`config.mk`:
```
export PLATFORM = sky130hd
export DESIGN_NAME = reg_heap_snapshot_ctrl
export DESIGN_NICKNAME = d
export VERILOG_FILES = /design/src/rtl/reg_heap_snapshot_ctrl.sv
export SDC_FILE = /design/constraint.sdc
export NUM_CORES = 1
export LEC_CHECK = 0
export CAP_MARGIN = 20
export CORE_MARGIN = 10
export CORE_UTILIZATION = 40
export DETAILED_ROUTE_END_ITERATION = 8
export SKIP_CTS_REPAIR_TIMING = 1
export SLEW_MARGIN = 20
export SYNTH_ARGS = -nofsm -noshare
export SYNTH_HDL_FRONTEND = slang
export SYNTH_SLANG_ARGS = --single-unit
```
`constraint.sdc`:
```
create_clock -name clk -period 13.2 [get_ports clk]
set_input_delay 2.64 -clock clk [delete_from_list [all_inputs] [get_ports clk]]
set_output_delay 2.64 -clock clk [all_outputs]
set_load 0.1 [all_outputs]
```
`src/rtl/reg_heap_snapshot_ctrl.sv`:
```
// Once per frame, borrows the register-file debug read port, scans every register and
// commits the whole set atomically to a packed overlay bus. Define REG_HEAP_FREEZE_EN to add a freeze input.
module reg_heap_snapshot_ctrl #(
  parameter int NUM_REGS = 11,
  parameter int DATA_W   = 16,
  parameter int IDX_W    = 4
) (
  input  logic                       clk,
  input  logic                       rst,
  input  logic                       vsync_start,
  output logic                       rf_req,
  input  logic                       rf_gnt,
  output logic [IDX_W-1:0]           rf_addr,
  input  logic [DATA_W-1:0]          rf_data,
  output logic [NUM_REGS*DATA_W-1:0] registers,
  output logic                       frame_valid,
  output logic                       busy,
  output logic                       overrun
`ifdef REG_HEAP_FREEZE_EN
  ,
  input  logic                       freeze
`endif
);

  typedef enum logic [1:0] {IDLE, REQ, WAIT, COMMIT} state_t;

  localparam logic [IDX_W-1:0] LAST_IDX = IDX_W'(NUM_REGS - 1);

  state_t                     state_reg, state_next;
  logic [IDX_W-1:0]           idx_reg, idx_next;
  logic [NUM_REGS*DATA_W-1:0] shadow_flat;
  logic                       vsync_eff;

`ifdef REG_HEAP_FREEZE_EN
  // Freeze blocks new scans and overrun reports; a scan already running still finishes.
  assign vsync_eff = vsync_start & ~freeze;
`else
  assign vsync_eff = vsync_start;
`endif

  always_comb begin
    state_next = state_reg;
    idx_next   = idx_reg;
    rf_req     = 1'b0;
    case (state_reg)
      IDLE: begin
        if (vsync_eff) begin
          idx_next   = '0;
          state_next = REQ;
        end
      end
      REQ: begin
        rf_req = 1'b1;
        if (rf_gnt) state_next = WAIT;
      end
      WAIT: begin
        if (idx_reg == LAST_IDX) begin
          state_next = COMMIT;
        end else begin
          idx_next   = idx_reg + 1'b1;
          state_next = REQ;
        end
      end
      COMMIT:  state_next = IDLE;
      default: state_next = IDLE;
    endcase
  end

  assign rf_addr = idx_reg;
  assign busy    = (state_reg != IDLE);

  // Shadow words fill during the scan; the visible bus only changes at COMMIT.
  generate
    for (genvar gi = 0; gi < NUM_REGS; gi++) begin : g_shadow
      localparam logic [IDX_W-1:0] MY_IDX = IDX_W'(gi);
      logic [DATA_W-1:0] word_reg;
      always_ff @(posedge clk or posedge rst) begin
        if (rst)                                    word_reg <= '0;
        else if (state_reg == WAIT && idx_reg == MY_IDX) word_reg <= rf_data;
      end
      assign shadow_flat[DATA_W*(NUM_REGS-gi)-1 -: DATA_W] = word_reg;
    end
  endgenerate

  always_ff @(posedge clk or posedge rst) begin
    if (rst) begin
      state_reg   <= IDLE;
      idx_reg     <= '0;
      registers   <= '0;
      frame_valid <= 1'b0;
      overrun     <= 1'b0;
    end else begin
      state_reg <= state_next;
      idx_reg   <= idx_next;
      overrun   <= vsync_eff && (state_reg != IDLE);
      if (state_reg == COMMIT) begin
        registers   <= shadow_flat;
        frame_valid <= 1'b1;
      end
    end
  end

endmodule

```
After elaboration in Yosys (flattened, before gate mapping)
Cells that the tools add are included.

Register bits: 360. Latch bits: 0. Memory bits (writable): 0. Memory bits (read-only): 0. Bits of input ports: 20. Output and inout bits: 184. Memories kept: 0.

Add/sub/neg operators: 1. Multiply operators: 0. Div/mod/pow operators: 0. Magnitude comparators: 0. Equality and inequality tests: 16. Shift-type cells: 0. Mux-type cells: 8. Bitwise gates (word level): 0. Reductions and logical operators: 18.

Operators by type and width (number): equality test 4 x 3 -> 1 bit, second input constant (4); equality test 4 bit, second input constant (3); logical AND 1 bit (12); equality test 4 x 2 -> 1 bit, second input constant (2); 2-to-1 mux 4 bit (2); one-hot mux 2 bit (4 select lines) (1); one-hot mux 4 bit (2 select lines) (1); 2-to-1 mux 2 bit (3); inequality test 2 bit, second input constant (3); adder 4 x 1 -> 4 bit, second input constant (1); equality test 2 bit, second input constant (2); equality test 4 x 1 -> 1 bit, second input constant (1); zero test 4 bit (1); nonzero test 2 bit (2); AND reduction 3 bit (1); equality test 2 x 1 -> 1 bit, second input constant (1); zero test 2 bit (1); AND reduction 2 bit (1); 2-to-1 mux 1 bit (1).

Logic depth before layout (Yosys ltp)
Depth in word-level cells: 3. Gate-level depth with buffers: 7.

Least setup slack after synthesis
No wires, ideal clock.

Path type: register to output. Start: register state_reg[1]. End: output rf_req. Arrival time: 1.251 ns. Data required time: 10.560 ns. Path slack: 9.309 ns. Cell stages (with the launch flop): 4. Buffers on the path: 1. Cell sequence: dfrtp_1 buf_6 nand2b_1 inv_1.

Word-level cells in the longest chain between the ends: 2.

Ends and longest elaborated chain: from (decl) (RTL line 29) `state_t state_reg, state_next;`; from (signal assigned) (RTL line 93) `state_reg <= state_next;`; equality test 2 x 1 -> 1 bit (RTL line 45) `case (state_reg)`; 2-to-1 mux 1 bit (RTL line 45); to (decl) (RTL line 11) `output logic rf_req,`.

No other way between the ends.

Final worst setup path
Same ends and word-level chain as after synthesis.

==> run summary <==
Total core area: 33,620 um2
Worst Setup End Kind: primary output
CTS root buf: clkbuf_16
Skew-Pair Late Insertion Delay: 510 ps
Top post-synthesis cells by area: dfrtp_1 66%, mux2_2 29%, buf_2 0.81%, dlygate4sd1_1 0.64%, ha_1 0.37%
Diode count: 0
Nets@finish: 1,033
Ports: 204
Congestion Overflow GR: 0
Die H: 204.9 um
Post-DP HPWL: 20.58 mm
Startpoint types: register
# setup viols final: 0
Yosys warning total: 0
Post-Synthesis Net Count: 835
Final setup margin: 8082 ps
Cell accounting for the most synthesized area: dfrtp_1
CP Class: reg2out
Most common cell in the netlist: dfrtp_1
Initial antenna violation count: 1
Worst path cell trace: nand2b_1, inv_1, clkdlybuf4s50_1
CP Data Required Time: 10,560 ps
Clock buffer depth: 3
Critical Path AT: 2480 ps
Status: finished, final reports clean
Post-Synthesis Mean Instance Area: 16.86 um2
Iter 0 DRT Violations: 374
Post-route ant nets: 0
Final Cycle Share: 0.3877
Synth top cells by count: 360 x dfrtp_1, 352 x mux2_2, 22 x buf_2
Pin count of the biggest net entering global routing: 177
Post-route setup TNS: 0 ps
DR vias/cell: 4.898
Vias: 7,264
Drt total wl: 31.77 mm
Non-filler cells, final: 1,483
Ys flop type: dfrtp_1
Number of synthesized flops with an enable pin: 0
Post-placement cell count: 1,415
Min-Delay Path Class: reg2reg
CP Max Fanout: 12
Maxcap violations: 0
Final Max Tran Viols: 0
Initial Util: 0.4067
Pre-antenna DRT Iters: 4
Drt wl/cell: 21.42 um
Post-place setup slack: 8459 ps
Count of final hold-check violations: 0
Worst-path clk slew: 60 ps
Site Rows: 67
Rel. slew slack: 0.2951
Port Buffer Count: 203
Mapped Area: 13,670 um2
Gate Count Post-Synth: 811
Sink Count: 360
H-Tree Depth: 2
Part of the Yosys area used for sequential elements: 0.6589
Cts bufs inserted: 40
Crit path max-delay cell type: clkdlybuf4s50_1
Async SR Flop Fraction: 1.000
Die outline area: 41,970 um2
Skew final: 7.193 ps
Synth unique cells: 36
Final Critical Period: 5118 ps
Layout cells sized above 1: 0.4213
Residual DRC: 0
Die width: 204.9 um
First-pass GRT wire length: 48.58 mm
Worst path bufs/invs: 2
Vias in the first global route: 7,742
RSZ-0062 raised after global routing: no
Max incr delay on CP: 1140 ps
CTS tree: yes
P&R area growth vs syn: 26.71%
Gpl congestion: 0.7578
Crit path max-delay family: buffers and inverters
Max Clk Rate: 0.1954 GHz
Worst slew pin tran: 1054 ps
#FFs+latches synth: 360
Yosys top cell area share: 0.6589
Total GRT Usage: 0.1508
layout make-up:
class	instances	area, um2
fill	2908	16290
sequential	360	9009
multi-input combinational	395	4319
timing repair buffer	207	2074
clock buffer	57	1196
tap	448	560.5
clock inverter	11	138.9
inverter	5	26.28
placed cells by master, fill, tap and decap left out, types with 4 or more instances in the layout:
| cell type | count |
|---|---|
| nand3_2 | 5 |
| clkbuf_8 | 11 |
| dfrtp_1 | 360 |
| clkbuf_1 | 5 |
| clkbuf_16 | 41 |
| ha_1 | 4 |
| mux2_2 | 352 |
| clkinv_2 | 5 |
| inv_1 | 4 |
| clkdlybuf4s50_1 | 203 |
through the flow:
step                      area (um2)  utilization  hold WS (ps)
after global placement         15990       0.4756         453.5
final                          17320       0.5154         470.3
after CTS                      17320       0.5154         473.1
after global routing           17320       0.5154         503.7
after floorplan                13670            -         474.9
after detailed placement       15990       0.4756         458.1
worst paths after layout:
kind / startpoint / to / slack (ps) / cells past startpoint
min reg2reg: frame_valid$_DFFE_PP0N_ / frame_valid$_DFFE_PP0N_ / 470 / 1
min in group asynchronous: rst / frame_valid$_DFFE_PP0N_ / 2640 / 2
max in group asynchronous: rst / g_shadow[6].word_reg[9]$_DFFE_PP0P_ / 9050 / 3
min: frame_valid$_DFFE_PP0N_ / frame_valid$_DFFE_PP0N_ / 470 / 1
max reg2reg: state_reg[0]$_DFFE_PP0P_ / registers[100]$_DFFE_PP0N_ / 10610 / 3
max: state_reg[1]$_DFFE_PP0P_ / rf_req / 8080 / 3
routing by layer:
layer  track usage  vias up  share of wire
li1              -     3247              -
met1        0.1963     3831           0.44
met5             0        -              0
met4       0.03991        0          0.017
met2        0.2472      147           0.49
met3       0.03680       39          0.056
cells by family (layout without fill, tap and decap cells):
family,count (synthesis),count (layout),share of synthesized area
AOI/OAI and AO/OA,9,9,0.004210
DFF,360,360,0.6589
and+or+nand+nor,29,29,0.01684
adders and majority gates,4,4,0.003661
muxes,353,353,0.2907
buffers and inverters,56,280,0.02572
Power is left out: the tool's default activity adds up to more than one toggle a clock period on the data nets, which glitch-free logic cannot reach.
==> RTL change (same flow settings) <==
Add a define of `REG_HEAP_FREEZE_EN`.
--- a/src/rtl/reg_heap_snapshot_ctrl.sv
+++ b/src/rtl/reg_heap_snapshot_ctrl.sv
@@ -1,5 +1,7 @@
 // Once per frame, borrows the register-file debug read port, scans every register and
 // commits the whole set atomically to a packed overlay bus. Define REG_HEAP_FREEZE_EN to add a freeze input.
+`define REG_HEAP_FREEZE_EN
+
 module reg_heap_snapshot_ctrl #(
   parameter int NUM_REGS = 11,
   parameter int DATA_W   = 16,
Interface: changed (added freeze); port bits go from 204 to 205. No check against the original RTL was run, so the function may have changed too.
==> RTL change against the unedited design <==
Worst setup slack got worse by 0.075 ns; via count increased by 1.3%; wire length decreased by 1.8%; sequential cell count unchanged; highest routed layer unchanged; first-iteration DRC count decreased by 11%; design area about the same; critical path type unchanged; synthesized area about the same; utilization about the same.
Power is not shown: default switching activity piles up to over one toggle a cycle in this logic, so the estimate is an artifact.
==> RTL change: results (changes against the unedited design) <==
Cell Area, Placed 0.0160 sq mm (+0.27%); post-synthesis net count 843 (+0.96%); final hold vios 0 (unchanged); slowest stage cell on the critical path clkdlybuf4s50_1; CP delay by family, top buffers and inverters; Detail Placement HPWL 20400 um (-0.91%); clk slew on worst S/H paths 0.06 ns (about the same); post-synthesis sequential area ratio 65.9% (about the same); vias in the first global route 7735 (-0.090%); Setup TNS 0 ns (unchanged); CTS root buffer clkbuf_16; CTS buffer count 39 (-2.5%); Slew Limit Headroom 29.1% (-0.43 points); Synth top cells by count 360 x dfrtp_1, 348 x mux2_2, 25 x buf_2; Hold Path Class reg2reg; pre-CTS setup slack 8.43 ns (-0.0337 ns); antenna violations before repair 1 (unchanged); RD Place Congestion 0.742 (-2.0%); top post-synthesis cells by area dfrtp_1 66%, mux2_2 29%, buf_2 0.91%; Yosys warnings 0 (unchanged); H-tree levels 2 (unchanged); skew final 0.00958 ns (+0.00239 ns); Wirelength per Cell 21.0 um (-2.1%); status complete, no violations; I/O Buffers 204 (+0.49%); Yosys cell types 35 (-2.8%); Initial DRC Count 333 (-11%); Ant. Diodes 0 (unchanged); filler instances 2869 (-1.3%); worst-path maximum fanout 10 (-2); drt pass-1 iters 4 (unchanged); CP max stage delay 1.18 ns (+0.04 ns); Total GRT Usage 14.7% (-0.36 points); layout cells sized above 1 41.3% (-0.78 points); Critical Path AT 2.55 ns (+0.07 ns); routed via count 7360 (+1.3%); Clock Path Buffers 3 (unchanged); ANT nets after route 0 (unchanged); pin count of the biggest net entering global routing 186 (+5.1%); Post-synth top flop dfrtp_1; max cap viols 0 (unchanged); Net count, final 1040 (+0.68%); first-pass GRT wire length 47900 um (-1.5%); Worst-Skew Late Latency 0.51 ns (about the same); asr flop ratio synth 100% (unchanged)
-- RTL change: cell families after synthesis --
| family | share of synthesized area, % |
|---|---|
| flops | 65.9 |
| mux | 29.1 |
| simple gates | 1.83 |
| compound gates | 0.430 |
| fa+ha+maj | 0.366 |
| buf+inv | 2.38 |
-- RTL change: cell type report --
| cell class | count | area, sq um | share of cell area [%] |
|---|---|---|---|
| clock buffer | 62 | 1250 | 7.24 |
| clock inverter | 4 | 20.0 | 0.115 |
| inverter | 6 | 30.0 | 0.173 |
| multi-input combinational | 399 | 4350 | 25.1 |
| sequential | 360 | 9010 | 52.0 |
| tap | 448 | 561 | 3.23 |
| timing repair buffer | 209 | 2110 | 12.2 |
-- RTL change: stage by stage --
| stage | cells | util, % |
|---|---|---|
| 6_report | 1488 | 51.6 |
| 4_1_cts | 1487 | 51.5 |
| 3_3_place_gp | 1421 | 47.7 |
| 2_1_floorplan | 818 | - |
| 3_5_place_dp | 1421 | 47.7 |
| 5_1_grt | 1488 | 51.6 |
-- RTL change: final timing paths --
path | from | to | slack, ns | cells after the start
worst max-delay path | state_reg[0] | rf_req | 8.01 | 2
worst min-delay path | frame_valid | frame_valid | 0.46 | 1
worst max register to register | state_reg[0] | registers[121] | 10.60 | 3
worst min register to register | frame_valid | frame_valid | 0.46 | 1
max in group asynchronous | rst | registers[140] | 9.05 | 4
min in group asynchronous | rst | registers[49] | 2.67 | 2
-- RTL change: layer usage --
metal / share of wire [%] / GRT usage, %
met5: 0 / 0
met4: 1.4 / 3.54
met3: 5.4 / 3.41
met2: 50 / 25.0
met1: 43 / 18.6
